File: config.mk
export PLATFORM = sky130hd
export DESIGN_NAME = pipe_addsub
export DESIGN_NICKNAME = d
export VERILOG_FILES = /design/src/rtl/addsub_pkg.sv /design/src/rtl/addsub_chunk.sv /design/src/rtl/pipe_addsub.sv
export SDC_FILE = /design/constraint.sdc
export NUM_CORES = 1
export LEC_CHECK = 0
export BUFFER_PORTS_ARGS = -buffer_cell sky130_fd_sc_hd__buf_2
export CELL_PAD_IN_SITES_DETAIL_PLACEMENT = 1
export CELL_PAD_IN_SITES_GLOBAL_PLACEMENT = 2
export CORE_MARGIN = 2
export CORE_UTILIZATION = 40
export CTS_CLUSTER_DIAMETER = 50
export DETAILED_ROUTE_END_ITERATION = 10
export GPL_TIMING_DRIVEN = 0
export PLACE_DENSITY = 0.79
export SYNTH_ARGS = -nofsm -noshare
export SYNTH_HDL_FRONTEND = slang
export SYNTH_SLANG_ARGS = --single-unit
File: constraint.sdc
create_clock -name clk -period 4.2 [get_ports clk]
set_input_delay 0.63 -clock clk [delete_from_list [all_inputs] [get_ports clk]]
set_output_delay 0.63 -clock clk [all_outputs]
set_load 0.01 [all_outputs]
File: src/rtl/addsub_pkg.sv
// -----------------------------------------------------------------------------
// addsub_pkg
// Shared definitions for the pipelined adder/subtractor:
//   MODE_ADD / MODE_SUB  encodings of the per-beat mode bit (in_sub)
//   num_stages()         pipeline depth for a given width and chunk size
//   signed_max/min()     two's-complement extremes of a given width, used by
//                        the optional saturating output
// -----------------------------------------------------------------------------
package addsub_pkg;

    localparam logic MODE_ADD = 1'b0;
    localparam logic MODE_SUB = 1'b1;

    // ceil(width / chunk): one carry-resolving stage per chunk.
    function automatic int num_stages(input int width, input int chunk);
        return (width + chunk - 1) / chunk;
    endfunction

    // 0111..1 in the low 'width' bits.
    function automatic logic [63:0] signed_max(input int width);
        return (64'd1 << (width - 1)) - 64'd1;
    endfunction

    // 1000..0 in the low 'width' bits.
    function automatic logic [63:0] signed_min(input int width);
        return 64'd1 << (width - 1);
    endfunction

endpackage

File: src/rtl/addsub_chunk.sv
// -----------------------------------------------------------------------------
// addsub_chunk
// Combinational N-bit slice of the carry chain.
// Ports:
//   a, b     in   N   operand slices (b already inverted for subtraction)
//   cin      in   1   carry into bit 0 of the slice
//   sum      out  N   slice sum
//   cout     out  1   carry out of the top bit of the slice
//   cin_msb  out  1   carry into the top bit of the slice (for overflow detection)
// -----------------------------------------------------------------------------
module addsub_chunk #(
    parameter int N = 4
) (
    input  logic [N-1:0] a,
    input  logic [N-1:0] b,
    input  logic         cin,
    output logic [N-1:0] sum,
    output logic         cout,
    output logic         cin_msb
);

    logic [N:0] total;

    assign total   = {1'b0, a} + {1'b0, b} + {{N{1'b0}}, cin};
    assign sum     = total[N-1:0];
    assign cout    = total[N];
    // The sum bit is a ^ b ^ carry-in, so the carry into the top bit falls out
    // of the operand bits and the sum bit without a second adder.
    assign cin_msb = a[N-1] ^ b[N-1] ^ total[N-1];

endmodule

File: src/rtl/pipe_addsub.sv
// -----------------------------------------------------------------------------
// pipe_addsub
// Pipelined two's-complement adder/subtractor with valid/ready flow control.
// The carry chain is cut into CHUNK-bit slices; each pipeline stage resolves
// one slice. Operands are captured in an input rank, then STAGES slice stages
// follow, the last of which loads the output registers. A beat accepted at
// clock edge N is presented on out_* after edge N+STAGES.
//
// Configuration macro: PIPE_ADDSUB_SAT_EN
//   defined   -> on signed overflow the result clamps to signed max/min
//   undefined -> raw modulo-2^WIDTH result, no clamp logic
//
// Ports:
//   clk         in   1      clock, rising edge
//   rst_n       in   1      synchronous active-low reset
//   in_valid    in   1      operand beat valid
//   in_ready    out  1      beat accepted this cycle
//   in_a        in   WIDTH  minuend / augend
//   in_b        in   WIDTH  subtrahend / addend
//   in_sub      in   1      MODE_SUB: a-b, MODE_ADD: a+b
//   out_valid   out  1      result beat valid
//   out_ready   in   1      consumer accepts result this cycle
//   out_result  out  WIDTH  result modulo 2^WIDTH (or clamped, see above)
//   out_cb      out  1      add: carry-out; sub: borrow (a < b unsigned)
//   out_ovf     out  1      signed overflow
//
// Handshake: a beat moves across a port on a rising edge where valid and ready
// are both high. The whole pipeline advances together when adv = ~out_valid |
// out_ready, and in_ready = adv, so in_ready has a combinational path from
// out_ready. While out_valid=1 and out_ready=0 every register, including
// out_*, holds. Empty slots (valid=0) travel through like ordinary beats.
// -----------------------------------------------------------------------------
module pipe_addsub
    import addsub_pkg::*;
#(
    parameter int WIDTH = 8,
    parameter int CHUNK = 4
) (
    input  logic             clk,
    input  logic             rst_n,
    input  logic             in_valid,
    output logic             in_ready,
    input  logic [WIDTH-1:0] in_a,
    input  logic [WIDTH-1:0] in_b,
    input  logic             in_sub,
    output logic             out_valid,
    input  logic             out_ready,
    output logic [WIDTH-1:0] out_result,
    output logic             out_cb,
    output logic             out_ovf
);

    localparam int STAGES = num_stages(WIDTH, CHUNK);
    localparam int LAST   = STAGES - 1;

    logic adv;

    // Rank k feeds slice stage k. Rank 0 holds the captured operands.
    logic             v_r [STAGES];   // beat valid
    logic             s_r [STAGES];   // mode bit, needed to form carry/borrow
    logic             c_r [STAGES];   // carry into this rank's slice
    logic [WIDTH-1:0] a_r [STAGES];   // a, upper slices still unresolved
    logic [WIDTH-1:0] b_r [STAGES];   // effective b (inverted for sub)
    logic [WIDTH-1:0] r_r [STAGES];   // lower result slices already resolved

    // Combinational outputs of each slice stage.
    logic             c_n    [STAGES];
    logic             cmsb_n [STAGES];
    logic [WIDTH-1:0] r_n    [STAGES];

    logic [WIDTH-1:0] res_final;
    logic             res_cb;
    logic             res_ovf;

    assign adv      = ~out_valid | out_ready;
    assign in_ready = adv;

    for (genvar k = 0; k < STAGES; k++) begin : g_stage
        localparam int LO = k * CHUNK;
        // The last slice is narrower when CHUNK does not divide WIDTH.
        localparam int W  = ((WIDTH - LO) < CHUNK) ? (WIDTH - LO) : CHUNK;
        localparam logic [WIDTH-1:0] MASK = WIDTH'({W{1'b1}}) << LO;

        logic [W-1:0] sum;

        addsub_chunk #(.N(W)) u_chunk (
            .a       (a_r[k][LO +: W]),
            .b       (b_r[k][LO +: W]),
            .cin     (c_r[k]),
            .sum     (sum),
            .cout    (c_n[k]),
            .cin_msb (cmsb_n[k])
        );

        assign r_n[k] = (r_r[k] & ~MASK) | (WIDTH'(sum) << LO);
    end

    // The last slice holds the MSB, so its carries give the flags.
    assign res_ovf = cmsb_n[LAST] ^ c_n[LAST];
    assign res_cb  = (s_r[LAST] == MODE_SUB) ? ~c_n[LAST] : c_n[LAST];

`ifdef PIPE_ADDSUB_SAT_EN
    localparam logic [WIDTH-1:0] SMAX = WIDTH'(signed_max(WIDTH));
    localparam logic [WIDTH-1:0] SMIN = WIDTH'(signed_min(WIDTH));

    // On overflow the wrapped sign bit is the opposite of the true sign:
    // a set MSB means the true result was too large positive.
    assign res_final = !res_ovf ? r_n[LAST] : (r_n[LAST][WIDTH-1] ? SMAX : SMIN);
`else
    assign res_final = r_n[LAST];
`endif

    always_ff @(posedge clk) begin
        if (!rst_n) begin
            for (int k = 0; k < STAGES; k++) begin
                v_r[k] <= 1'b0;
                s_r[k] <= 1'b0;
                c_r[k] <= 1'b0;
                a_r[k] <= '0;
                b_r[k] <= '0;
                r_r[k] <= '0;
            end
            out_valid  <= 1'b0;
            out_result <= '0;
            out_cb     <= 1'b0;
            out_ovf    <= 1'b0;
        end else if (adv) begin
            // Subtraction is a + ~b + 1: invert b and use the mode as carry-in.
            v_r[0] <= in_valid;
            s_r[0] <= in_sub;
            c_r[0] <= (in_sub == MODE_SUB);
            a_r[0] <= in_a;
            b_r[0] <= (in_sub == MODE_SUB) ? ~in_b : in_b;
            r_r[0] <= '0;
            for (int k = 1; k < STAGES; k++) begin
                v_r[k] <= v_r[k-1];
                s_r[k] <= s_r[k-1];
                c_r[k] <= c_n[k-1];
                a_r[k] <= a_r[k-1];
                b_r[k] <= b_r[k-1];
                r_r[k] <= r_n[k-1];
            end
            out_valid  <= v_r[LAST];
            out_result <= res_final;
            out_cb     <= res_cb;
            out_ovf    <= res_ovf;
        end
    end

endmodule
==> metrics.md <==
| Metric | Value |
|---|---|
| Global-route wire length before repair | `6.12 mm` |
| Starting Density | `between 40 and 50%` |
| Seq/Total Area, Yosys | `between 50% and 60%` |
| DRC Markers | `0` |
| Port Buf Inserts | `31` |
| Final min period | `slightly below 2000 ps` |
| Post-DP HPWL | `approximately 2.7 mm` |
| GP Congestion | `around 0.73` |
| Overflow after GRT | `0` |
| Initial antenna violation count | `0` |
| CP Data Required Time | `roughly 3600 ps` |
| Critical Path Start | `out_ready` |
| Highest Clock Rate | `512 MHz` |
| Postcts setup bufs | `0` |
| Synthesized Nets | `approximately 190` |
| Largest net degree at the start of global routing | `34` |
| Multi-input gate area | `just under 700 sq um` |
| R2R Setup Slk | `between 2000 and 2500 ps` |
| P&R area growth vs syn | `17.4%` |
| Number of global-route vias before repair | `between 1,000 and 1,500` |
| Clk Latency, worst-skew pair | `~300 ps` |
| Slowest CP cell | `buf_6` |
| Filler cells | `about 560` |
| WS Path Type | `input port to output port` |
| Post_cts resized | `0` |
| Max Root-Sink Buffers | `2` |
| Die W | `75.2 microns` |
| Hold Path Class | `flip-flop to flip-flop` |
| Yosys reg bits | `44` |
| Routed Wire Length | `3.70 mm` |
| Most used cell, CP | `buf_2` |
| Fin crit share | `46.5%` |
| Mapped cell area | `between 2000 and 2500 sq um` |
| CP Capture Type | `output port` |
| CP max stage delay | `160 ps` |
| Register area | `~1200 sq um` |
| Cell Pwr Density | `about 400 nW/um^2` |
| Via count | `about 1,300` |
| Worst slew pin tran | `about 760 ps` |
| ANT cells | `0` |
| Max VDD drop | `about 0.00018 V` |
| YS warnings | `0` |
| Max_cap viols | `0` |
| Num CTS Buffers | `5` |
| CP endpoint | `in_ready` |
| Final setup fails | `0` |
| Average size of a mapped cell | `around 13 sq um` |
| Reg2reg path depth | `7` |
| RSZ-0062 raised after global routing | `no` |
| Clock slew at reported path FFs | `80 ps` |
| Io pins | `33` |
| Critical-path maximum fanout | `10` |
| Die height | `roughly 75 microns` |
| P_leak | `roughly 1.1 nW` |
| Cell area after layout | `about 2400 sq um` |
| DR iter-0 viols | `28` |
| CORE AREA | `4820 sq um` |
| # nets final | `229` |
| DR pass1 iterations | `4` |
| Hold Buf Count CTS | `0` |
| Worst Clk Skew | `6.47 ps` |
| FP Rows | `25` |
| Clock Sinks | `44` |
| Status | `finished clean` |
| Setup TNS Final | `0 ps` |
| Routed Antenna Nets | `0` |
| Root Driver | `clkbuf_8` |
| Final Util | `roughly half` |
| Worst setup SP type | `input port` |
| FF-to-FF End | `out_ovf$_SDFFE_PN0P_` |
| Avg Vias per Cell | `roughly 4.7` |
| Slew HR | `between 40% and 50%` |
| GR Util All Layers | `approximately 15%` |
| Reg2reg start | `a_r[0][12]$_SDFFCE_PN0P_` |
| Power after layout | `around 0.95 mW` |
| Layout cells sized above 1 | `around 26%` |
| Count of final hold-check violations | `0` |
| CTS tree | `done` |
| Worst Path Arrival | `approximately 1300 ps` |
| DR WL/cell | `around 14 microns` |
| Clock H-tree levels | `2` |
| Post-Synthesis Cells | `160` |
| Die footprint | `5650 sq um` |
| Synth cell types | `33` |
| DP Area | `roughly 2300 sq um` |
| Crit path cell chain | `buf_2 > nor2b_4 > buf_6 > inv_8 > buf_8 > buf_2` |
| Fin. max-slew vios | `0` |
==> cell usage in the layout (no fill, tap or decap), drive strengths merged, types with 2 or more instances in the layout <==
cell | synthesis | routed
edfxtp | 33 | 33
fa | 4 | 4
a21oi | 5 | 5
inv | 10 | 10
a21boi | 5 | 5
o21ai | 4 | 4
ha | 6 | 6
nor2b | 3 | 3
nor2 | 12 | 12
nand3 | 3 | 3
dfxtp | 11 | 11
clkbuf | 3 | 8
xnor2 | 11 | 11
and3 | 21 | 21
nand2 | 14 | 14
buf | 6 | 37
o211a | 2 | 2
==> worst min path at each step <==
stage / start / to / slack, ps / depth (start not counted)
CTS: out_result[0]$_SDFFE_PN0P_ / out_result[0]$_SDFFE_PN0P_ / 470 / 2
floorplan: v_r[1]$_SDFFCE_PN0P_ / out_valid$_SDFFE_PN0P_ / 430 / 1
global placement: out_result[1]$_SDFFE_PN0P_ / out_result[1]$_SDFFE_PN0P_ / 440 / 2
finish: out_result[0]$_SDFFE_PN0P_ / out_result[0]$_SDFFE_PN0P_ / 460 / 2
detailed placement: out_result[0]$_SDFFE_PN0P_ / out_result[0]$_SDFFE_PN0P_ / 450 / 2
global route: out_result[1]$_SDFFE_PN0P_ / out_result[1]$_SDFFE_PN0P_ / 480 / 2
==> kinds of logic after synthesis <==
family | count (synthesis) | share of synthesized area (%)
AO/OA/AOI/OAI | 18 | 6.36
XOR/XNOR | 12 | 5.19
adder cells (fa/ha/maj) | 10 | 7.65
buffers and inverters | 19 | 6.05
flip-flops | 44 | 59.8
AND/OR/NAND/NOR | 57 | 15.0
==> power breakdown <==
part	total (mW)	switching (mW)	internal [mW]
logic	0.108	0.0564	0.0519
registers	0.517	0.0126	0.505
clock network	0.321	0.145	0.176
==> area by class of cell <==
cell class                 count  share of cell area, %
timing repair buffer          31                   6.52
clock inverter                 3                   1.79
buffer                         9                   3.26
sequential                    44                   50.9
multi-input combinational     97                   29.2
inverter                      10                   1.89
clock buffer                   5                   2.89
tap                           67                   3.52
==> flip-flops by register name (all words and copies together) (netlist names) <==
name / flops
a_r: 12
b_r: 12
out_result: 8
r_r: 4
s_r: 2
v_r: 2
c_r: 1
out_cb: 1
out_ovf: 1
out_valid: 1
==> worst max-delay path, delay by kind of cell <==
family                 cells  cell delay [ps]
and+or+nand+nor            1              100
buffers and inverters      5              590
==> per-layer routing <==
layer | wire length, microns | GRT usage (%)
met4 | 99 | 7.21
met3 | 142 | 5.09
met5 | 0 | 0
met1 | 1580 | 17.7
met2 | 1880 | 25.3
==> metrics by stage <==
step,hold WS (ps),setup slack [ps],instances
global placement,437,1800,258
detailed placement,453,1710,258
floorplan,434,2280,160
finish,461,2250,266
CTS,466,2030,266
global route,481,2150,266
==> cells in the mapped netlist (all sizes together) <==
cell     n  area [sq um]
inv     10          45.0
dfxtp   11           220
and3    21           131
a21oi    5          36.3
nand3    3          15.0
o21ai    4          20.0
nor3     1          5.00
xnor2   11          96.3
o21a     1          7.51
nand2   14          60.1
a21o     1          7.51
buf      6          65.1
a21boi   5          37.5
nor2    12          45.0
ha       6          75.1
o211a    2          20.0
edfxtp  33           991
nand2b   1          6.26
nand3b   1          7.51
nor2b    3          26.3
clkbuf   3          12.5
fa       4          80.1
xor2     1          8.76
or2b     1          7.51
(Power assumes the default switching activity.)
